$ cat src/rtl/exc_sequencer.sv
// Exception entry/return sequencer: arbitrates IRQ lines and undefined-opcode faults,
// captures ELR/ESR, pulses the PC redirect and IRQ acknowledge, halts on a fault inside a handler.
module exc_sequencer #(
  parameter int N    = 64,
  parameter int NIRQ = 4
) (
  input  logic            clk,
  input  logic            reset,
  input  logic [NIRQ-1:0] irq_req,
  input  logic            not_an_instr,
  input  logic            eret,
  input  logic [N-1:0]    pc_in,
  output logic            exc_take,
  output logic [NIRQ-1:0] irq_ack,
  output logic [2:0]      irq_id,
  output logic [N-1:0]    elr,
  output logic [3:0]      esr,
  output logic            in_handler,
  output logic            halted
);

  // state   | meaning
  // RUN     | normal execution, faults and IRQs accepted
  // TAKE    | one-cycle redirect to the exception vector
  // HANDLER | handler running, IRQs masked
  // HALT    | fault inside handler, stuck until reset
  typedef enum logic [1:0] {
    RUN     = 2'd0,
    TAKE    = 2'd1,
    HANDLER = 2'd2,
    HALT    = 2'd3
  } state_t;

  localparam logic [3:0] ESR_IRQ    = 4'b0001;
  localparam logic [3:0] ESR_UNDEF  = 4'b0010;
  localparam logic [3:0] ESR_DOUBLE = 4'b1000;

  state_t          state, state_nxt;
  logic [NIRQ-1:0] ack_nxt, win_onehot;
  logic [2:0]      id_nxt, win_id;
  logic [N-1:0]    elr_nxt;
  logic [3:0]      esr_nxt;

  // Lowest set index wins: scan downward so the lowest index is assigned last.
  always_comb begin
    win_id     = '0;
    win_onehot = '0;
    for (int i = NIRQ - 1; i >= 0; i--) begin
      if (irq_req[i]) begin
        win_id        = 3'(i);
        win_onehot    = '0;
        win_onehot[i] = 1'b1;
      end
    end
  end

  always_comb begin
    state_nxt = state;
    ack_nxt   = '0;
    id_nxt    = irq_id;
    elr_nxt   = elr;
    esr_nxt   = esr;
    case (state)
      RUN: begin
        if (not_an_instr) begin
          state_nxt = TAKE;
          elr_nxt   = pc_in;
          esr_nxt   = ESR_UNDEF;
        end else if (|irq_req) begin
          state_nxt = TAKE;
          elr_nxt   = pc_in;
          esr_nxt   = ESR_IRQ;
          id_nxt    = win_id;
          ack_nxt   = win_onehot;
        end
      end
      TAKE: state_nxt = HANDLER;
      HANDLER: begin
        if (not_an_instr) begin
          state_nxt = HALT;
          esr_nxt   = ESR_DOUBLE;
        end else if (eret) begin
          state_nxt = RUN;
        end
      end
      HALT:    state_nxt = HALT;
      default: state_nxt = RUN;
    endcase
  end

  always_ff @(posedge clk) begin
    if (reset) begin
      state   <= RUN;
      irq_ack <= '0;
      irq_id  <= '0;
      elr     <= '0;
      esr     <= '0;
    end else begin
      state   <= state_nxt;
      irq_ack <= ack_nxt;
      irq_id  <= id_nxt;
      elr     <= elr_nxt;
      esr     <= esr_nxt;
    end
  end

  assign exc_take   = (state == TAKE);
  assign in_handler = (state == HANDLER) || (state == HALT);
  assign halted     = (state == HALT);

endmodule

$ cat config.mk
export PLATFORM = sky130hd
export DESIGN_NAME = exc_sequencer
export DESIGN_NICKNAME = d
export VERILOG_FILES = /design/src/rtl/exc_sequencer.sv
export SDC_FILE = /design/constraint.sdc
export NUM_CORES = 1
export LEC_CHECK = 0
export CAP_MARGIN = 20
export CELL_PAD_IN_SITES_DETAIL_PLACEMENT = 1
export CELL_PAD_IN_SITES_GLOBAL_PLACEMENT = 2
export CORE_ASPECT_RATIO = 1.25
export CORE_UTILIZATION = 29
export DETAILED_ROUTE_END_ITERATION = 16
export GPL_TIMING_DRIVEN = 1
export HOLD_SLACK_MARGIN = 0.12
export PLACE_DENSITY = 0.84
export SETUP_SLACK_MARGIN = 0.05
export SLEW_MARGIN = 20
export SYNTH_ARGS = -nofsm -noshare
export SYNTH_HDL_FRONTEND = slang
export SYNTH_SLANG_ARGS = --single-unit
$ cat constraint.sdc
create_clock -name clk -period 3.65 [get_ports clk]
set_input_delay 0.5475 -clock clk [delete_from_list [all_inputs] [get_ports clk]]
set_output_delay 0.5475 -clock clk [all_outputs]
set_load 0.02 [all_outputs]
======== Yosys cells after proc, flatten, opt, wreduce, memory -nomap -nowiden ========
Index checks and enable logic that the tools add are counted.
word-level totals
  input bits .............................. 72
  word-level logic and storage cells ...... 49
  flip-flop bits (word level) ............. 77
  output and inout port bits .............. 78
operators by class
  bitwise logic cells ..................... 3
  equality and inequality tests ........... 6
  reduce and logical (&&, ||, !) cells .... 13
  multiplexer cells ....................... 19
operators by type and width
  operator                                                               number
  64-bit 2-to-1 mux                                                      2
  4-bit 2-to-1 mux                                                       4
  2-bit 2-to-1 mux                                                       6
  3-bit 2-to-1 mux                                                       4
  2-bit one-hot mux with 4 select lines                                  1
  4-bit one-hot mux with 2 select lines                                  1
  4-bit OR reduction                                                     2
  7-bit OR reduction                                                     1
  3-bit != test, second input constant                                   2
  3-bit AND reduction                                                    2
  6-bit OR reduction                                                     1
  5-bit OR reduction                                                     1
  2-bit equality test, second input constant                             2
  2-bit AND reduction                                                    2
  2-bit nonzero test                                                     2
  1-bit inverter                                                         3
  2-bit by 1-bit equality test with 1-bit output, second input constant  1
  2-bit logical NOT                                                      1
  2-bit != test, second input constant                                   1
  1-bit logical OR                                                       1
  1-bit 2-to-1 mux                                                       1

======== Depth between registers and ports, before layout ========
Gate-level depths: netlist of the first run.
  word-level depth ........................ 4
  mapped depth ............................ 6
  gate-level depth less buffers ........... 3

======== Least setup slack after synthesis of the first run ========
No wires, ideal clock.
  path type ............................... register -> output
  from .................................... register state[0]
  to ...................................... output exc_take
  path slack .............................. 1893 ps
  arrival time ............................ 1209 ps
  cell stages (with the launch flop) ...... 4
  cell sequence ........................... dfxtp_1 > clkbuf_1 > clkbuf_1 > nor2b_1
on the way
  cells in the longest elaborated chain, start to end .. 1
ends and longest elaborated chain
  what                                            line  RTL
  start: declaration                              38    state_t state, state_nxt;
  start signal: assignment                        99    state <= state_nxt;
  2-bit by 1-bit equality test with 1-bit output  107   assign exc_take = (state == TAKE);
  end: declaration                                13    output logic exc_take,
No other way between the ends.

======== Worst setup path in the final report of the first run ========
  from .................................... register state[1]
  to ...................................... output halted
on the way
  cells in the longest elaborated chain, start to end .. 1
ends and longest elaborated chain
  what                 line  RTL
  2-bit equality test  109   assign halted = (state == HALT);
  end: declaration     19    output logic halted
No other way between the ends.

==> results of run 1 <==
-- cell type report --
class	instances	area, sq um	area share
sequential	75	1500	0.234
clock inverter	2	10.0	0.00155
clock buffer	14	264	0.0410
multi-input combinational	361	2820	0.438
tap	212	265	0.0412
timing repair buffer	160	1570	0.244
inverter	2	7.51	0.00117
-- how the worst max path moves through the flow --
| stage | startpoint | end | slack, ps | cells past startpoint |
|---|---|---|---|---|
| floorplan | state[0] | exc_take | 1890 | 3 |
| global placement | irq_req[3] | irq_id[1] | 1300 | 5 |
| detailed placement | irq_req[3] | elr[55] | 1240 | 5 |
| CTS | state[1] | halted | 1210 | 3 |
| global route | state[1] | halted | 1170 | 3 |
| finish | state[1] | halted | 1240 | 3 |
-- sequential cells by signal, indices dropped and copies added, names as in the netlist --
signal   count
elr         64
irq_ack      4
esr          3
irq_id       2
state        2
-- Yosys cell counts (4+ instances only) --
cell	number	area share
nor4b_1	130	0.25
dfxtp_1	75	0.32
nand2_1	66	0.053
mux2i_1	65	0.14
a32oi_1	64	0.12
clkbuf_1	60	0.049
buf_2	7	0.0075
buf_4	7	0.011
nor2_1	7	0.0057
and3_1	4	0.0054
nor3_1	4	0.0043
-- metrics by stage --
step / hold slack [ps] / cells / power, mW / area [sq um] / utilization
2_1_floorplan: 537 / 515 / 1.53 / 4650 / -
3_3_place_gp: 462 / 810 / 1.93 / 6170 / 0.394
3_5_place_dp: 490 / 810 / 1.96 / 6170 / 0.394
4_1_cts: 499 / 826 / 2.80 / 6440 / 0.412
5_1_grt: 510 / 826 / 2.90 / 6440 / 0.412
6_report: 490 / 826 / 2.78 / 6440 / 0.412
-- metal layers --
metal  share of wire  GRT usage
met2            0.52      0.355
met5               0          0
met4           0.033     0.0943
met1            0.41      0.232
met3           0.040     0.0291
-- kinds of logic after synthesis --
kind of cell	count (synthesis)	synth area share
DFF	75	0.323
AOI/OAI and AO/OA	73	0.134
buffers and inverters	79	0.0714
muxes	65	0.140
other	1	0.000808
and+or+nand+nor	221	0.331
-- where the power goes --
group          switching [mW]  leakage, nW  total, mW  internal, mW
clock network           0.340        0.137      0.836         0.497
logic                   0.483         1.40      0.900         0.416
registers               0.108        0.624       1.05         0.937
-- worst min-delay path: cells and delay by family (launching register included) --
kind	cells	cell delay, ps
simple gates	1	60
mux	1	60
flops	1	320
==> run_results.csv, run 1 <==
group,metric,value,unit
routing,first_pass_iters,4,
routing,drt-total-wl,16.9,mm
min_path,min_path_type,"flop to flop",
clocking,path_clk_slew,60,ps
synth,yosys_warnings,0,
sta,rsz0062_at_grt,"no",
sta,finalSetupViolations,0,
sta,period_share,0.660,
synth,synth_edf_count,0,
floorplan,rows,51,
clocking,clk_path_buf_depth,2,
grt,grt_max_degree,59,
worst_setup_path,crit_required,3100,ps
sta,setup_ws,1240,ps
routing,wl_per_cell,20.5,um
worst_setup_path,end_kind,"output port",
min_path,min_delay_path_depth,2,
power,power_density,432,mW/mm^2
clocking,cts-htree-levels,3,
routing,initialDrtViolationCount,353,
layout,diodes,0,
clocking,worst_skew_pair.late_latency,330,ps
floorplan,dieArea,0.0165,sq mm
routing,detail-route-antenna-nets,0,
synth,syn_inst,514,
floorplan,initial_core_util,0.297,
sta,finalHoldViolCount,0,
grt,antenna_found_initial,0,
worst_setup_path,crit_fanout,40,
floorplan,die_x,115,um
synth,synth-seq-cells,75,
routing,route.detailed.drc,0,
placement,gp_congestion,0.743,
floorplan,ioPinCount,150,
synth,ys_types,27,
layout,drive_gt1_frac,0.0603,
sta,slew_headroom,0.338,
placement,dp.final_hpwl,10.8,mm
sta,finalSetupTns,0,ps
worst_setup_path,cpLargestDelayFamily,"buffers and inverters",
clocking,cts_hold_buf,0,
grt,overflow,0,
layout,final_common_cell,"clkdlybuf4s50_1",
floorplan,core,0.0156,sq mm
layout,final_nets,681,
worst_setup_path,start_kind,"flop",
placement,portBuffers,147,
synth,syn_area,0.00464,sq mm
routing,vias,4860,
worst_setup_path,r2r_setup_slack,1530,ps
layout,fill_cells,1790,
worst_setup_path,r2r-start,"state[0]",
synth,syn_area_per_cell,9.03,sq um
grt,grt_pass1_vias,4895,
synth,yosysSeqAreaShare,0.323,
sta,fin_skew,5.88,ps
outcome,outcome,"finished, final reports clean",
sta,finalCriticalPeriod,2410,ps
clocking,cts_tree,"done",
power,p_leak,2.16,nW
sta,slew_viol_final,0,
grt,grt_pass1_wl,25.9,mm
synth,async_flop_share,0,
min_path,hold_start,"irq_id[0]",
worst_setup_path,arrival,1860,ps
grt,grt_usage,0.199,
worst_setup_path,critPathKind,"flop to output port",
routing,viasPerCell,5.88,
worst_setup_path,rr_endpoint,"elr[48]",
worst_setup_path,path_cells,"buf_4 > and2_1 > clkdlybuf4s50_1",
worst_setup_path,max_stage_delay,600,ps
layout,mostFrequentLayoutCells,"144 x clkdlybuf4s50_1, 130 x nor4b_1, 73 x dfxtp_1",
worst_setup_path,path_buf_inv,2,
clocking,cts_root_buf,"clkbuf_16",
floorplan,die_h,143,um
layout,syn2layout_area_growth,38.7,%
clocking,cts_post_setup_buffers_inserted,0,
clocking,cts_resized,0,
placement,dp_slack,1240,ps
worst_setup_path,cp_slowest_cell,"clkdlybuf4s50_1",
clocking,numCtsBuffers,9,
job,cap_violations,0,
clocking,clock_sinks,75,
sta,clock.fmax,0.415,GHz
min_path,holdPathEnd,"irq_id[0]",
power,peakVddDrop,242,uV
worst_setup_path,r2r_cells,4,
sta,worst_pin_slew,994,ps
synth,synth_ff_type,"dfxtp_1",
Power figures use the tool's default switching activity.
==> run 2, diff against run 1 <==
--- a/config.mk
+++ b/config.mk
@@ -9,11 +9,11 @@
 export CELL_PAD_IN_SITES_DETAIL_PLACEMENT = 1
 export CELL_PAD_IN_SITES_GLOBAL_PLACEMENT = 2
 export CORE_ASPECT_RATIO = 1.25
-export CORE_UTILIZATION = 29
+export CORE_UTILIZATION = 25
 export DETAILED_ROUTE_END_ITERATION = 16
 export GPL_TIMING_DRIVEN = 1
 export HOLD_SLACK_MARGIN = 0.12
-export PLACE_DENSITY = 0.84
+export PLACE_DENSITY = 0.77
 export SETUP_SLACK_MARGIN = 0.05
 export SLEW_MARGIN = 20
 export SYNTH_ARGS = -nofsm -noshare
==> constraint.sdc (replaced) <==
create_clock -name clk -period 2.1 [get_ports clk]
set_input_delay 0.315 -clock clk [delete_from_list [all_inputs] [get_ports clk]]
set_output_delay 0.315 -clock clk [all_outputs]
set_load 0.02 [all_outputs]
==> run 2 against run 1 <==
  * Setup slack worse by 1000 ps
  * Wire length up 4.6%
  * Critical path depth down 1
  * Final area up 2.8%
  * Total power up 82%
  * Critical path type unchanged
  * Largest cell class unchanged
  * Largest power group unchanged
==> run_results.csv, run 2 (same netlist as run 1, synthesis figures left out) <==
group,metric,value,unit
worst_setup_path,r2r_setup_slack,620,ps
floorplan,rows,55,
worst_setup_path,path_cells,"and2_1 > clkdlybuf4s50_1",
worst_setup_path,r2r-start,"state[1]",
routing,initialDrtViolationCount,245,
clocking,clock_sinks,75,
clocking,cts-htree-levels,3,
grt,grt.met3_usage,0.0184,
grt,grt_usage,0.184,
sta,slew_viol_final,0,
sta,rsz0062_at_grt,"no",
layout,fill_cells,2092,
grt,grt_max_degree,57,
worst_setup_path,crit_required,1780,ps
sta,worst_pin_slew,506,ps
layout,final_nets,692,
grt,grt_util_met1,0.224,
layout,drive_gt1_frac,0.0800,
layout,layoutNonFillerInstCount,853,
sta,finalSetupViolations,0,
routing,route.detailed.drc,0,
sta,finalSetupTns,0,ps
layout,multi_input_area,0.00282,sq mm
power,p_leak,2.24,nW
outcome,outcome,"finished, final reports clean",
worst_setup_path,worstSetupEndpoint,"halted",
clocking,cts_hold_buf,0,
worst_setup_path,rr_endpoint,"elr[25]",
layout,design_area,0.00662,sq mm
layout,largest_reg_flops,64,
clocking,numCtsBuffers,9,
routing,viasPerCell,5.72,
routing,first_pass_iters,5,
worst_setup_path,cp_slowest_cell,"clkdlybuf4s50_1",
layout,reg.largest.list,"elr: 64 flops, irq_ack: 4 flops, esr: 3 flops",
grt,grt_pass1_vias,4972,
sta,hold_ws,473,ps
floorplan,initial_core_util,0.256,
placement,dp.final_hpwl,11.2,mm
layout,register_area,0.00150,sq mm
sta,slew_headroom,0.658,
placement,dp_cells,837,
power,power_density,766,mW/mm^2
worst_setup_path,end_kind,"output port",
floorplan,die_x,124,um
worst_setup_path,start_kind,"flop",
routing,wl_per_cell,20.7,um
sta,finalHoldViolCount,0,
clocking,cts_root_buf,"clkbuf_16",
layout,mostFrequentLayoutCells,"144 x clkdlybuf4s50_1, 130 x nor4b_1, 73 x dfxtp_1",
floorplan,die_h,154,um
routing,detail-route-antenna-nets,0,
grt,busiest_layer,"met2",
routing,vias,4876,
clocking,cts_tree,"done",
layout,utilization,0.364,
grt,grt_pass1_wl,27.5,mm
min_path,min_path_type,"flop to flop",
clocking,cts_resized,0,
floorplan,dieArea,0.0191,sq mm
worst_setup_path,arrival,1540,ps
layout,final_common_cell,"clkdlybuf4s50_1",
placement,gp_congestion,0.715,
worst_setup_path,crit_fanout,7,
clocking,clk_path_buf_depth,2,
sta,period_share,0.886,
layout,diodes,0,
worst_setup_path,critPathKind,"flop to output port",
layout,syn2layout_area_growth,42.6,%
routing,drt-total-wl,17.7,mm
placement,portBuffers,147,
sta,finalCriticalPeriod,1860,ps
clocking,cts_post_setup_buffers_inserted,0,
worst_setup_path,r2r_cells,4,
grt,grt_use_met2,0.323,
grt,antenna_found_initial,0,
clocking,worst_skew_pair.late_latency,340,ps
job,cap_violations,0,
sta,clock.fmax,0.538,GHz
grt,overflow,0,
worst_setup_path,max_stage_delay,610,ps
placement,placed_area,0.00631,sq mm
layout,largest_register,"elr",
floorplan,ioPinCount,150,
sta,fin_skew,5.44,ps
power,peakVddDrop,344,uV
floorplan,core,0.0182,sq mm
clocking,path_clk_slew,60,ps
worst_setup_path,critical_path.startpoint,"state[1]",
## run 2: layout make-up
type                    count  share of cell area
well taps                 228              0.0431
repair buffers            171               0.255
multi-input cells         361               0.426
inverters                   2             0.00113
flip-flops and latches     75               0.227
clock buffers              13              0.0408
clock inverters             3             0.00680
## run 2: how the worst min path moves through the flow
| stage | from | endpoint | slack [ps] | cells past startpoint |
|---|---|---|---|---|
| final | irq_id[0] | irq_id[0] | 470 | 2 |
| after global routing | irq_req[2] | esr[3] | 480 | 4 |
| after CTS | irq_req[2] | esr[0] | 480 | 4 |
| after detailed placement | irq_id[0] | irq_id[0] | 480 | 2 |
| after global placement | irq_id[0] | irq_id[0] | 450 | 2 |
| after floorplan | irq_req[1] | irq_ack[1] | 460 | 1 |
## run 2: per-stage QoR
stage	total power [mW]	setup WS [ps]
after CTS	5.13	204
after floorplan	2.66	576
final	5.07	240
after global placement	3.40	212
after detailed placement	3.45	134
after global routing	5.32	186
## run 2: layer usage
metal,vias to the layer above,share of wire,routed length [um]
met5,-,0,0
met4,0,0.023,403
met3,22,0.030,527
met2,117,0.52,9250
met1,2492,0.42,7510
li1,2245,-,-
## run 2: power by group
part	internal (mW)	switching, mW	total (mW)
sequential	1.63	0.167	1.80
combinational	0.754	0.867	1.62
clock	1.02	0.636	1.66
## run 2: critical path: cells and delay by family, from the launching register on
family | cells | cell delay, ps
buffers and inverters | 1 | 610
flip-flops | 1 | 400
AND/OR/NAND/NOR | 1 | 190
==> run 3, diff against run 2 <==
--- a/config.mk
+++ b/config.mk
@@ -15,7 +15,7 @@
 export HOLD_SLACK_MARGIN = 0.12
 export PLACE_DENSITY = 0.77
 export SETUP_SLACK_MARGIN = 0.05
-export SLEW_MARGIN = 20
+export SLEW_MARGIN = 10
 export SYNTH_ARGS = -nofsm -noshare
 export SYNTH_HDL_FRONTEND = slang
 export SYNTH_SLANG_ARGS = --single-unit
==> results of run 3 <==
The final DEF is identical to that of run 2; final timing and power are the same.
